==> src/rtl/dram_arbiter.sv <==
// DRAM port arbiter: a processor run owns the DRAM port in RUN; otherwise a
// host single-beat read/write port is served. A watchdog bounds each run.
//
// state | meaning
// IDLE  | no run; host accesses and start accepted
// RUN   | processor owns DRAM, host stalled, watchdog counting
// DONE  | run finished normally; host accesses accepted
// FAULT | watchdog expired; host locked out until clear
// H_IDLE| no host access
// H_ACC | access cycle A (write strobe or read address issue)
// H_WAIT| read latency cycles A+1 .. A+RD_LAT
// H_ACK | one-cycle host_ack
module dram_arbiter #(
    parameter int unsigned       RD_LAT   = 1,
    parameter int unsigned       WDOG_W   = 24,
    parameter logic [WDOG_W-1:0] WDOG_MAX = 24'hFFFFFF
) (
    input  logic        clock,
    input  logic        reset,
    input  logic        start,
    input  logic        clear,
    input  logic        proc_finish,
    input  logic        proc_wr_en,
    input  logic [15:0] proc_addr,
    input  logic [7:0]  proc_din,
    input  logic        host_req,
    input  logic        host_we,
    input  logic [15:0] host_addr,
    input  logic [7:0]  host_din,
    input  logic [7:0]  ram_out,
    output logic        proc_enable,
    output logic        dram_wr_en,
    output logic [15:0] dram_addr,
    output logic [7:0]  dram_din,
    output logic        host_ack,
    output logic [7:0]  host_rdata,
    output logic        busy,
    output logic        done,
    output logic        timeout_err
);

    typedef enum logic [1:0] {IDLE, RUN, DONE, FAULT} state_t;
    typedef enum logic [1:0] {H_IDLE, H_ACC, H_WAIT, H_ACK} hstate_t;

    state_t             state_q, state_d;
    hstate_t            hstate_q, hstate_d;
    logic [15:0]        haddr_q, haddr_d;
    logic [7:0]         hdin_q, hdin_d;
    logic               hwe_q, hwe_d;
    logic [7:0]         rdata_q, rdata_d;
    logic [7:0]         lat_q, lat_d;
    logic [WDOG_W-1:0]  wdog_q, wdog_d;
    logic [WDOG_W-1:0]  wdog_inc;
    logic               fin_q, fin_d;
    logic               start_pend_q, start_pend_d;
    logic               clr_pend_q, clr_pend_d;
    logic               start_eff, clr_eff, h_free, go_run, accept;

    assign wdog_inc = wdog_q + 1'b1;

    always_ff @(posedge clock or posedge reset) begin
        if (reset) begin
            state_q      <= IDLE;
            hstate_q     <= H_IDLE;
            haddr_q      <= '0;
            hdin_q       <= '0;
            hwe_q        <= 1'b0;
            rdata_q      <= '0;
            lat_q        <= '0;
            wdog_q       <= '0;
            fin_q        <= 1'b0;
            start_pend_q <= 1'b0;
            clr_pend_q   <= 1'b0;
        end else begin
            state_q      <= state_d;
            hstate_q     <= hstate_d;
            haddr_q      <= haddr_d;
            hdin_q       <= hdin_d;
            hwe_q        <= hwe_d;
            rdata_q      <= rdata_d;
            lat_q        <= lat_d;
            wdog_q       <= wdog_d;
            fin_q        <= fin_d;
            start_pend_q <= start_pend_d;
            clr_pend_q   <= clr_pend_d;
        end
    end

    always_comb begin
        state_d    = state_q;
        hstate_d   = hstate_q;
        haddr_d    = haddr_q;
        hdin_d     = hdin_q;
        hwe_d      = hwe_q;
        rdata_d    = rdata_q;
        lat_d      = lat_q;
        wdog_d     = wdog_q;
        clr_pend_d = clr_pend_q;
        fin_d      = proc_finish && (state_q == RUN);

        start_eff = start || start_pend_q;
        clr_eff   = clear || clr_pend_q;
        // The ack cycle counts as free so back-to-back accesses and a
        // pending start can both be taken at the edge that ends it.
        h_free    = (hstate_q == H_IDLE) || (hstate_q == H_ACK);
        go_run    = (state_q == IDLE) && start_eff &&
                    (((hstate_q == H_IDLE) && !host_req) || (hstate_q == H_ACK));
        accept    = host_req && h_free && !go_run &&
                    ((state_q == IDLE) || (state_q == DONE));
        start_pend_d = (state_q == IDLE) && start_eff && !go_run;

        case (state_q)
            IDLE: begin
                if (go_run) begin
                    state_d = RUN;
                    wdog_d  = '0;
                end
            end
            RUN: begin
                wdog_d = wdog_inc;
                if (fin_q) begin
                    state_d = DONE;
                end else if (wdog_inc == WDOG_MAX) begin
                    state_d = FAULT;
                end
            end
            default: begin
                if (clr_eff) begin
                    if (h_free) begin
                        state_d    = IDLE;
                        clr_pend_d = 1'b0;
                    end else begin
                        clr_pend_d = 1'b1;
                    end
                end
            end
        endcase

        if (accept) begin
            haddr_d = host_addr;
            hdin_d  = host_din;
            hwe_d   = host_we;
        end

        case (hstate_q)
            H_IDLE: begin
                if (accept) hstate_d = H_ACC;
            end
            H_ACC: begin
                if (hwe_q) begin
                    hstate_d = H_ACK;
                end else if (RD_LAT == 0) begin
                    rdata_d  = ram_out;
                    hstate_d = H_ACK;
                end else begin
                    lat_d    = 8'(RD_LAT - 1);
                    hstate_d = H_WAIT;
                end
            end
            H_WAIT: begin
                if (lat_q == '0) begin
                    rdata_d  = ram_out;
                    hstate_d = H_ACK;
                end else begin
                    lat_d = lat_q - 1'b1;
                end
            end
            default: begin
                hstate_d = accept ? H_ACC : H_IDLE;
            end
        endcase
    end

    assign proc_enable = (state_q == RUN);
    assign dram_wr_en  = proc_enable ? proc_wr_en : ((hstate_q == H_ACC) && hwe_q);
    assign dram_addr   = proc_enable ? proc_addr : haddr_q;
    assign dram_din    = proc_enable ? proc_din : hdin_q;
    assign host_ack    = (hstate_q == H_ACK);
    assign host_rdata  = rdata_q;
    assign busy        = proc_enable || (hstate_q != H_IDLE);
    assign done        = (state_q == DONE);
    assign timeout_err = (state_q == FAULT);

endmodule

==> config.mk <==
export PLATFORM = sky130hd
export DESIGN_NAME = dram_arbiter
export DESIGN_NICKNAME = d
export VERILOG_FILES = /design/src/rtl/dram_arbiter.sv
export SDC_FILE = /design/constraint.sdc
export NUM_CORES = 1
export LEC_CHECK = 0
export BUFFER_PORTS_ARGS = -buffer_cell sky130_fd_sc_hd__buf_2
export CORE_MARGIN = 5
export CORE_UTILIZATION = 53
export DETAILED_ROUTE_END_ITERATION = 8
export GPL_ROUTABILITY_DRIVEN = 0
export HOLD_SLACK_MARGIN = 0.03
export PLACE_DENSITY = 0.8
export REMOVE_ABC_BUFFERS = 1
export SETUP_SLACK_MARGIN = 0.5
export SLEW_MARGIN = 10
export SYNTH_ARGS = -nofsm -noshare
export SYNTH_HDL_FRONTEND = slang
export SYNTH_SLANG_ARGS = --single-unit
==> constraint.sdc <==
create_clock -name clock -period 2.65 [get_ports clock]
set_input_delay 0 -clock clock [delete_from_list [all_inputs] [get_ports clock]]
set_output_delay 0 -clock clock [all_outputs]
set_load 0.05 [all_outputs]
==> run summary <==
Final Skew = 0.0103 ns
Post-synth EDFFs = 0
# Max-Cap Violations = 0
#FFs+latches synth = 72
commonest non-fill, non-tap cell in the layout = buf_2
fill count = 511
# IOs = 102
H-tree depth = 3
worst hold-check path type = input port to flop
Worst-path clk slew = 0.08 ns
Non-Filler Instances = 676
max-slew violation count = 0
first-pass GRT wire length = 18500 µm
RSZ-0062 raised after global routing = false
Util after Layout = 72.3%
core area = 0.00729 mm²
Final Hold Fails = 0
ratio of cells with drive above 1 in the final layout = 28.6%
CTS Buffer Depth = 2
vias = 3913
Crit Path Max Fanout = 5
Setup Viol. Count Final = 0
minimum clock period = 2.09 ns
largest area contributor in the netlist = dfrtp_1
Slew headroom = 52.2%
GRT Overall Usage = 23.7%
initial antenna violation count = 0
Synth warnings = 0
sequential fraction of the synthesis area = 45.3%
CP Data Arrival Time = 2.36 ns
area delta synth->final = 32.3%
WS Path Type = flop to flop
worst-skew pair later-pin latency = 0.35 ns
Slew @ Worst Pin = 0.716 ns
Die Wd = 96.7 µm
startpoint types = flop
Crit. End Element = flop
Worst Path Required = 2.92 ns
power density over cell area = 1210 mW/mm²
CTS tree = yes
Detail Route Antenna Nets = 0
synthesized area = 0.00398 mm²
vias in the first global route = 4003
Nets = 644
total wire length = 11200 µm
port bufs = 101
gr ovfl total = 0
ys flop type = dfrtp_1
FMAX = 479 MHz
status = complete, no violations
Reg area = 0.00180 mm²
Async SR Flop Fraction = 100%
vias per inst = 5.79
drt initial violations = 278
largest net degree at the start of global routing = 52
TritonCTS Buffers = 9
Wirelength per Cell = 16.6 µm
Die Ht = 96.7 µm
Worst VDD drop = 0.886 mV
DRC Markers = 0
Yosys top cell area share = 45.3%
P_leak = 2.55 nW
placed cells = 615
CTS Sinks = 72
ANT cells = 0
full die area = 0.00935 mm²
Synth area leaders = dfrtp_1, nand2_1, mux2_1, o21ai_1, mux2_4
Site Rows = 31
dpl hpwl = 6960 µm
Mapped Cells = 430
post-synth cell types = 55
footprint of the multi-input gates = 0.00208 mm²
initial core utilization = 54.6%
most frequent cells in the layout = buf_2, nand2_1, dfrtp_1
Post-Syn Area per Cell = 9.26 µm²
Detailed Routing Iterations Pass 1 = 6
final worst path period share = 78.7%
clk root buf = clkbuf_8
==> metal layers <==
metal  up-vias  share of wire [%]  track usage, %
li1       1812                  -               -
met1      1866                 40            28.3
met2       193                 50            40.9
met3        42                7.0            6.04
met4         0                3.2            9.50
met5         -                  0               0
==> stage by stage <==
stage / power, mW / hold WS (ns) / setup TNS [ns] / area (µm²) / setup WS (ns)
after global routing: 6.78 / 0.143 / 0 / 5270 / 0.467
after global placement: 5.16 / 0.159 / 0 / 4580 / 0.477
after detailed placement: 5.27 / 0.163 / 0 / 4580 / 0.379
after CTS: 6.21 / 0.110 / 0 / 5150 / 0.505
after floorplan: 4.37 / 0.129 / -21.09 / 3870 / -0.729
final: 6.40 / 0.126 / 0 / 5270 / 0.564
==> report_power, final <==
| part | total [mW] | internal (mW) | switching (mW) | leakage [nW] |
|---|---|---|---|---|
| Clock | 0.887 | 0.440 | 0.447 | 0.0968 |
| Combinational | 3.83 | 1.17 | 2.66 | 1.54 |
| Sequential | 1.69 | 1.44 | 0.243 | 0.916 |
| Total | 6.40 | 3.05 | 3.35 | 2.55 |
==> worst max-delay path, cell delays in order (launching register included) <==
cell and delay, ns:
dfrtp_1 0.44, ha_4 0.20, and4_2 0.26, or4b_1 0.47, a21boi_1 0.14, a2bb2o_1 0.31, o31ai_2 0.17
==> worst paths after layout <==
| kind | startpoint | endpoint | slack (ns) | depth (start not counted) |
|---|---|---|---|---|
| setup / recovery | wdog_q[1]$_DFFE_PP0P_ | state_q[1]$_DFFE_PP0P_ | 0.56 | 6 |
| hold / removal | host_req | start_pend_q$_DFF_PP0_ | 0.13 | 3 |
| setup reg to reg | wdog_q[1]$_DFFE_PP0P_ | state_q[1]$_DFFE_PP0P_ | 0.56 | 6 |
| hold reg to reg | haddr_q[8]$_DFFE_PP0P_ | haddr_q[8]$_DFFE_PP0P_ | 0.50 | 1 |
| max in group asynchronous | reset | wdog_q[9]$_DFFE_PP0P_ | 1.66 | 4 |
| min in group asynchronous | reset | haddr_q[0]$_DFFE_PP0P_ | 0.33 | 3 |
==> flip-flops by register name (all words and copies together), names as in the netlist <==
register / count
clr_pend_q: 1
fin_q: 1
haddr_q: 16
hdin_q: 8
host_rdata: 8
hstate_q: 2
hwe_q: 1
lat_q: 8
start_pend_q: 1
state_q: 2
wdog_q: 24
==> cells in the mapped netlist (5+ instances only) <==
library cell and instances:
nand3_1 7, nand2b_1 5, mux2_4 8, mux2_2 5, nand4_1 14, dfrtp_1 72, o21ai_0 7, a31oi_1 6
nor3_1 7, nand2_1 96, inv_1 13, o21ai_1 36, mux2_1 20, clkbuf_1 15, a21oi_1 15, ha_1 8
nor2_1 20, o31ai_1 7
==> area by class of cell <==
type	count	share of cell area (%)
timing repair buffer	153	19.1
inverter	15	1.14
multi-input combinational	321	39.4
clock buffer	10	2.42
sequential	72	34.2
tap	99	2.35
clock inverter	6	1.31
==> timing repair <==
action / 4_1_cts / 5_1_grt
pin swaps: 0 / 5
hold buffers: 36 / 0
gates resized for setup: 4 / 11
hold endpoints to repair: 68 / 0
gates cloned: 0 / 1
endpoints found under the setup margin: 16 / 50
buffers inserted: 0 / 8
==> cell families after synthesis <==
kind of cell | share of synthesized area (%)
fa+ha+maj | 2.51
mux | 10.3
xor+xnor | 1.32
flops | 45.3
compound gates | 14.5
simple gates | 21.8
buf+inv | 4.27
Note: power is estimated with default switching activity, not from simulation.
